### src/rtl/aes_req_arbiter_pkg.sv
// aes_req_arbiter_pkg: shared FSM states, op codes and key length codes for the AES request arbiter
package aes_req_arbiter_pkg;
  typedef enum logic [2:0] {IDLE, KEY_LOAD, KEY_WAIT, ISSUE, WAIT_CORE, RESP} state_t;
  localparam logic OP_ENC = 1'b0;
  localparam logic OP_DEC = 1'b1;
  localparam logic [1:0] KEY_128 = 2'b01;
  localparam logic [1:0] KEY_192 = 2'b10;
  localparam logic [1:0] KEY_256 = 2'b11;
  function automatic logic key_len_ok(input logic [1:0] len);
    return len == KEY_128 || len == KEY_192 || len == KEY_256;
  endfunction
  function automatic logic [1:0] onehot2(input logic i);
    return i ? 2'b10 : 2'b01;
  endfunction
endpackage

### src/rtl/aes_rr_arb2.sv
// aes_rr_arb2: 2-way round-robin grant with last-grant register
// ports: clk, reset (sync, active-high); req = request vector; accept = grant taken this cycle;
//        grant = winner index; gnt = winner one-hot
module aes_rr_arb2
  import aes_req_arbiter_pkg::*;
(
  input  logic       clk,
  input  logic       reset,
  input  logic [1:0] req,
  input  logic       accept,
  output logic       grant,
  output logic [1:0] gnt
);
  logic last;
  // on a tie (or no request) the requester not granted last wins
  always_comb begin
    grant = (req == 2'b11 || req == 2'b00) ? ~last : req[1];
    gnt = onehot2(grant);
  end
  always_ff @(posedge clk)
    if (reset) last <= 1'b1;
    else if (accept) last <= grant;
endmodule

### src/rtl/aes_req_arbiter.sv
// aes_req_arbiter: shares one AES core between two requesters and a key loader
// ports: clk, reset (sync, active-high)
//        req_valid/req_ready/req_op/req_data: per-requester op handshake (data [128i+127:128i])
//        resp_valid/resp_ready/resp_data/resp_err: per-requester result handshake
//        key_req/key_len_in/key_in/key_ack: key load request, key_ack pulses when done
//        aes_*: AES core interface; busy: FSM not idle
module aes_req_arbiter
  import aes_req_arbiter_pkg::*;
#(
  parameter int TIMEOUT = 255
) (
  input  logic         clk,
  input  logic         reset,
  input  logic [1:0]   req_valid,
  output logic [1:0]   req_ready,
  input  logic [1:0]   req_op,
  input  logic [255:0] req_data,
  output logic [1:0]   resp_valid,
  input  logic [1:0]   resp_ready,
  output logic [127:0] resp_data,
  output logic         resp_err,
  input  logic         key_req,
  input  logic [1:0]   key_len_in,
  input  logic [255:0] key_in,
  output logic         key_ack,
  output logic         aes_pt_valid,
  output logic [127:0] aes_pt_encr,
  input  logic         aes_ct_rdy,
  input  logic [127:0] aes_ct_encr,
  output logic         aes_ct_valid,
  output logic [127:0] aes_ct_decr,
  input  logic         aes_pt_rdy,
  input  logic [127:0] aes_pt_decr,
  output logic [1:0]   aes_key_len,
  output logic [255:0] aes_short_key,
  input  logic         aes_key_mem_status,
  input  logic         aes_error,
  output logic         busy
);
  localparam int CW = $clog2(TIMEOUT + 1);
  state_t state, next;
  logic key_loaded, can_accept, accept, win, gidx, op, first, core_rdy, done_ok, done_err;
  logic [1:0] win_oh;
  logic [CW-1:0] cnt;
  logic [127:0] core_data, sel_data;
  aes_rr_arb2 u_arb (
    .clk    (clk),
    .reset  (reset),
    .req    (req_valid),
    .accept (accept),
    .grant  (win),
    .gnt    (win_oh)
  );
  always_comb begin
    can_accept = state == IDLE && key_loaded && !key_req;
    req_ready = can_accept ? win_oh : 2'b00;
    accept = |(req_valid & req_ready);
    sel_data = win ? req_data[255:128] : req_data[127:0];
    core_rdy = op == OP_ENC ? aes_ct_rdy : aes_pt_rdy;
    core_data = op == OP_ENC ? aes_ct_encr : aes_pt_decr;
    // the core's ready from the previous op may still be up in the first wait cycle
    first = cnt == '0;
    done_ok = state == WAIT_CORE && !aes_error && !first && core_rdy;
    done_err = state == WAIT_CORE && !done_ok && (aes_error || cnt == CW'(TIMEOUT - 1));
    key_ack = (state == KEY_WAIT && aes_key_mem_status) ||
              (state == IDLE && key_req && !key_len_ok(key_len_in));
    busy = state != IDLE;
    aes_pt_valid = state == ISSUE && op == OP_ENC;
    aes_ct_valid = state == ISSUE && op == OP_DEC;
    resp_valid = state == RESP ? onehot2(gidx) : 2'b00;
    next = state;
    case (state)
      IDLE:      next = key_req ? (key_len_ok(key_len_in) ? KEY_LOAD : IDLE) : (accept ? ISSUE : IDLE);
      KEY_LOAD:  next = KEY_WAIT;
      KEY_WAIT:  next = aes_key_mem_status ? IDLE : KEY_WAIT;
      ISSUE:     next = WAIT_CORE;
      WAIT_CORE: next = (done_ok || done_err) ? RESP : WAIT_CORE;
      RESP:      next = resp_ready[gidx] ? IDLE : RESP;
      default:   next = IDLE;
    endcase
  end
  always_ff @(posedge clk) begin
    if (reset) begin
      state <= IDLE;
      key_loaded <= 1'b0;
      gidx <= 1'b0;
      op <= OP_ENC;
      cnt <= '0;
      resp_data <= '0;
      resp_err <= 1'b0;
      aes_key_len <= 2'b00;
      aes_short_key <= '0;
      aes_pt_encr <= '0;
      aes_ct_decr <= '0;
    end else begin
      state <= next;
      cnt <= state == WAIT_CORE ? cnt + 1'b1 : '0;
      key_loaded <= key_loaded | (state == KEY_WAIT && aes_key_mem_status);
      // registered on entry so the core sees the length for exactly the KEY_LOAD cycle
      aes_key_len <= (state == IDLE && next == KEY_LOAD) ? key_len_in : 2'b00;
      if (state == IDLE && next == KEY_LOAD) aes_short_key <= key_in;
      if (accept) begin
        gidx <= win;
        op <= req_op[win];
        if (req_op[win] == OP_ENC) aes_pt_encr <= sel_data;
        else aes_ct_decr <= sel_data;
      end
      if (done_ok || done_err) begin
        resp_data <= done_ok ? core_data : '0;
        resp_err <= done_err;
      end
    end
  end
endmodule

### config.mk
export PLATFORM = sky130hd
export DESIGN_NAME = aes_req_arbiter
export DESIGN_NICKNAME = d
export VERILOG_FILES = /design/src/rtl/aes_req_arbiter_pkg.sv /design/src/rtl/aes_rr_arb2.sv /design/src/rtl/aes_req_arbiter.sv
export SDC_FILE = /design/constraint.sdc
export NUM_CORES = 1
export LEC_CHECK = 0
export BUFFER_PORTS_ARGS = -buffer_cell sky130_fd_sc_hd__buf_2
export CAP_MARGIN = 10
export CORE_AREA = 2 2 559 561
export DETAILED_ROUTE_END_ITERATION = 16
export DIE_AREA = 0 0 561 563
export RECOVER_POWER = 100
export SYNTH_ARGS = -nofsm -noshare
export SYNTH_HDL_FRONTEND = slang
export SYNTH_SLANG_ARGS = --single-unit
export TNS_END_PERCENT = 20
### constraint.sdc
create_clock -name clk -period 4.92 [get_ports clk]
set_clock_uncertainty 0.1 [all_clocks]
set_input_delay 0.984 -clock clk [delete_from_list [all_inputs] [get_ports clk]]
set_output_delay 0.984 -clock clk [all_outputs]
set_load 0.02 [all_outputs]
[Yosys cells after proc, flatten, opt, wreduce, memory -nomap -nowiden]
Cells that the tools add are included.
Operators by class
  reduce and logical (&&, ||, !) cells: 33
  add/sub/neg operators: 1
  eq/ne operators: 11
  multiplexer cells: 20
  bitwise logic cells: 7
  $lt $le $gt $ge: 2
Operators by type and width (count)
  $mux 128: 3
  $pmux 3 s6: 1
  $mux 2: 7
  $logic_and 1x1->1: 13
  $add 8x1->8 const B: 1
  $eq 8x8->1 const B: 1
  $logic_not 8->1: 1
  $mux 1: 8
  $eq 2x2->1 const B: 3
  $eq 3x1->1 const B: 2
  $eq 3x2->1 const B: 2
  $eq 3x3->1 const B: 2
  $logic_or 1x1->1: 6
  $reduce_or 2->1: 3
  $logic_not 1->1: 5
  $not 1->1: 5
  $lt 1x2->1 const B: 2
  $reduce_and 2->1: 2
  $logic_not 3->1: 1
  $mux 3: 1
  $reduce_bool 3->1: 1
  $and 2x2->2: 1
  $eq 2x1->1 const B: 1
  $logic_not 2->1: 1
  $or 1x1->1: 1
Storage, ports and cells
  register bits: 658
  word-level logic and storage cells: 86
  output and inout bits: 651

[Logic depth before layout (Yosys ltp)]
  word-level depth: 14
  mapped depth: 9

[Cells and area by module]
From an unflattened synthesis, not the netlist that was laid out.
Unflattened totals
  cell total of the unflattened synthesis: 3333
  area, all modules: 30787.0 µm²
Modules (own cells, without submodules)
  aes_req_arbiter: instances 1, cells each 3324, area each 30713.2 µm², seq. area each 13152.6 µm²
  aes_rr_arb2: instances 1, cells each 9, area each 73.8 µm², seq. area each 20.0 µm²

[Worst setup path after synthesis]
No wires, ideal clock.
  kind: input to output
  from: input port req_valid[0]
  to: output port req_ready[1]
  slack: 1.633 ns
  stages: 5
  data arrival time: 2.203 ns
  buffers on the path: 3
  cells stage by stage: maj3_1 > clkbuf_1 > buf_2 > buf_1 > nor2_1
Between the ends
  word-level cells in the longest chain between the ends: 5
  elaborated cells on any way between the ends: 6
  those cells by class: 1 x eq/ne; 3 x mux; 2 x reduce/logical
Ends and longest elaborated chain
  from (decl): line aes_req_arbiter.sv:14  | input logic [1:0] req_valid,
  $eq 2x2->1 / $logic_not 2->1 (equally long branches): line aes_rr_arb2.sv:17  | grant = (req == 2'b11 || req == 2'b00) ? ~last : req[1];
  $logic_or 1x1->1 *: line aes_rr_arb2.sv:17
  $mux 1 *: line aes_rr_arb2.sv:17
  $mux 2 *: line aes_req_arbiter_pkg.sv:13  | return i ? 2'b10 : 2'b01;
  $mux 2 *: line aes_req_arbiter.sv:56  | req_ready = can_accept ? win_oh : 2'b00;
  to (decl): line aes_req_arbiter.sv:15  | output logic [1:0] req_ready,
Every way passes the cells marked *; elsewhere a longest branch is shown, timed or not.

[Worst setup path in the final report]
  from: register state[1]
  to: output port req_ready[0]
Between the ends
  word-level cells in the longest chain between the ends: 4
Ends and longest elaborated chain
  from (decl): line aes_req_arbiter.sv:41  | state_t state, next;
  from (signal assigned): line aes_req_arbiter.sv:96  | state <= next;
  $logic_not 3->1
  $logic_and 1x1->1 (2 in series): line aes_req_arbiter.sv:55  | can_accept = state == IDLE && key_loaded && !key_req;
  $mux 2: line aes_req_arbiter.sv:56
Every way passes these cells.

==> results by group <==
STA
  • Slew Viols, Final: 365
  • Rel. slew slack: -71.12%
  • RSZ-0062 raised after global routing: false
  • Worst Tran Pin Value: 2567 ps
  • Setup ws final: 707.4 ps
  • Final-report setup violation count: 0
  • Setup_tns: 0 ps
  • Final min period: 4213 ps
  • Final period utilization: 85.62%
  • Hold Vio Cnt, Final: 0
  • Fmax: 237.4 MHz

Floorplan
  • Initial Utilization: 8.859%
  • Rows: 205
  • Chip height: 563 um
  • Die area: 315,800 sq um
  • Die Wd: 561 um
  • Top Ports: 1,434
  • Core ar.: 310,400 sq um

Detailed routing
  • # DRC: 0
  • First-pass DRT Iterations: 5
  • Avg WL per Cell: 25.48 um
  • Antenna viol nets, final: 0
  • Routed via count: 29,210
  • Post-Route WL: 218,400 um
  • DR iter-0 viols: 2,359
  • Vias per inst: 3.407

Critical path
  • Critical path, cell by cell: nor3_2, inv_1, nor2_1, and2_0, buf_2
  • CP required: 3840 ps
  • Startpoint Class: flop
  • Worst R2R Path Depth: 7
  • Largest stage delay on the critical path: 640 ps
  • Cell count along the critical path: 5
  • Worst-path maximum fanout: 13
  • CP Capture Type: primary output
  • Crit-path leading delay family: simple AND/OR/NAND/NOR gates
  • CP startpoint: state[1]
  • RR Startpoint: state[1]
  • CP arrival: 3130 ps
  • CP bufs+invs: 2
  • R2R Setup Slk: 740 ps
  • Kind of critical path: flop to primary output
  • Slowest cell on crit path: nor2_1

Global routing
  • GRT overflow: 0
  • Initial antenna violation count: 185
  • Gr usage total: 13.14%
  • Pin count of the biggest net entering global routing: 174
  • Number of global-route vias before repair: 27,150
  • Wire length of the first global-routing pass: 274,500 um

Pwr
  • Max IR drop VDD: 217.5 uV
  • Power density cells: 347.6 nW/um^2
  • Pleak: 14.43 nW

Synth
  • Seq/Total Area, Yosys: 47.91%
  • Mean Syn Cell Area: 9.183 sq um
  • Mapped Nets: 3,780
  • Synthesized-area fraction occupied by adder cells: 0.1729%
  • Multiplexer share of the synthesized area: 9.397%
  • Yosys Warn Count: 0
  • Netlist cell types: 47
  • Yosys reg bits: 658
  • Main combinational cell family by area after synthesis: simple AND/OR/NAND/NOR gates
  • Post-Synth XOR/XNOR Area: 0.1911%
  • Post-synth ARST share: 0%
  • EDFF count, synth: 0
  • Synth Area in Simple Gates: 20.87%
  • Synth Instances: 2,994
  • Mapped Area: 27,500 sq um
  • Compound-gate portion of the synthesized area: 16.44%
  • Top FF cell, synth: dfxtp_1

Layout
  • Most common cell after layout, fill and taps aside: buf_2
  • Post-route cell area: 41,720 sq um
  • Final #Nets: 5,085
  • Most frequent cells in the layout: buf_2, clkbuf_1, dfxtp_1, nor2_1, a211oi_1
  • Layout cells sized above 1: 23.28%
  • Layout area overhead: 51.73%
  • Final std cells w/o fill: 8,572

Clock tree
  • Postcts setup bufs: 0
  • CTS buffer count: 90
  • Max clock buf depth: 4
  • Post-CTS Hold Fix Bufs: 0
  • Clock root cell: clkbuf_16
  • H-tree Lvls: 3
  • CTS Sinks: 658
  • Clock insertion delay at the later pin of the skew report: 800 ps
  • CTS tree: yes
  • Worst-path clk slew: 80 ps
  • Cts repair resizes: 0

Placement
  • Worst slack at placement: 995.6 ps
  • Routability Congestion: 0.9931
  • Post-DP HPWL: 184,800 um
  • Placed cells: 8,347
  • Dpl cell area: 39,630 sq um
  • Port Buffers: 1,433

Min path
  • Hold wc startpoint: key_in[245]
  • Hold WC Path Type: input pin to flop
  • Worst hold path cell count: 3

Status
  • Failing checks: max-capacitance violations, max-slew violations
  • Status: finished with violations

Run
  • Max Cap Violations: 5
==> worst register-to-register path: stages (launching register included) <==
cell	delay (ps)
dfxtp_1	450
nor3_2	570
inv_1	280
or2_0	390
nor2_2	1420
clkbuf_1	520
nor2_1	90
a211oi_1	250
==> stage by stage <==
stage	util, %	power (mW)	hold WS, ps
floorplan	-	6.794	337.9
global placement	12.77	7.994	364.7
detailed placement	12.77	7.995	367.6
CTS	13.70	14.87	235.8
global route	13.40	15.07	282.2
finish	13.44	14.50	351.7
==> logic make-up (layout without fill, tap and decap cells) <==
kind of cell	Yosys count	after routing
adders and majority gates	4	4
xor gates and xnor gates	6	6
and+or+nand+nor	1079	1079
AOI/OAI and AO/OA	663	663
muxes	258	258
other	0	72
buffers and inverters	326	1692
DFF	658	658
==> Yosys cell counts, drive strengths merged (2+ instances only) <==
| master | count | share of area (%) |
|---|---|---|
| xor2 | 5 | 0.16 |
| a32oi | 2 | 0.064 |
| a211oi | 260 | 7.1 |
| nand3 | 5 | 0.091 |
| nand2b | 258 | 5.9 |
| mux2i | 257 | 9.4 |
| ha | 3 | 0.14 |
| o21ai | 4 | 0.073 |
| clkbuf | 225 | 3.1 |
| nand3b | 258 | 7.0 |
| nand2 | 5 | 0.068 |
| inv | 9 | 0.12 |
| or2 | 3 | 0.068 |
| buf | 92 | 1.8 |
| nor3b | 2 | 0.055 |
| a31oi | 129 | 2.9 |
| dfxtp | 658 | 48 |
| and2 | 3 | 0.068 |
| a21boi | 2 | 0.068 |
| nor2 | 533 | 7.3 |
| a21oi | 4 | 0.073 |
| nor3 | 5 | 0.11 |
| o22ai | 256 | 5.8 |
==> where the power goes <==
part | internal [mW] | total [mW] | switching, mW
logic | 0.691 | 2.16 | 1.47
registers | 5.53 | 5.63 | 0.108
clock network | 3.91 | 6.71 | 2.80
total | 10.1 | 14.5 | 4.37
==> per-layer routing <==
metal	vias to the layer above	track usage, %	wire [um]
met5	-	0	592
met4	94	5.044	10680
li1	13420	-	-
met3	430	7.344	30580
met1	13700	15.52	86550
met2	1563	19.61	90040
==> worst paths after layout <==
kind	end
max	req_ready[0]
min	aes_short_key[245]
max reg2reg	aes_pt_encr[35]
min reg2reg	aes_short_key[209]
==> registers in the layout, summed over array words and instances, names as in the netlist <==
| signal | cells |
|---|---|
| aes_short_key | 256 |
| aes_ct_decr | 128 |
| aes_pt_encr | 128 |
| resp_data | 128 |
| cnt | 8 |
| state | 3 |
| aes_key_len | 2 |
| gidx | 1 |
| key_loaded | 1 |
| op | 1 |
| resp_err | 1 |
| u_arb.last | 1 |
==> area by class of cell <==
type                            instances  area (sq um)
Sequential cell                       658         13180
Timing Repair Buffer                 1530          7266
Tap cell                             4140          5180
Fill cell                           35940        268600
Antenna cell                           72         180.2
Multi-Input combinational cell       2010         12980
Clock buffer                          121          2489
Inverter                                9         33.78
Clock inverter                         32         410.4
No activity file was read; power rests on OpenSTA's default activity.
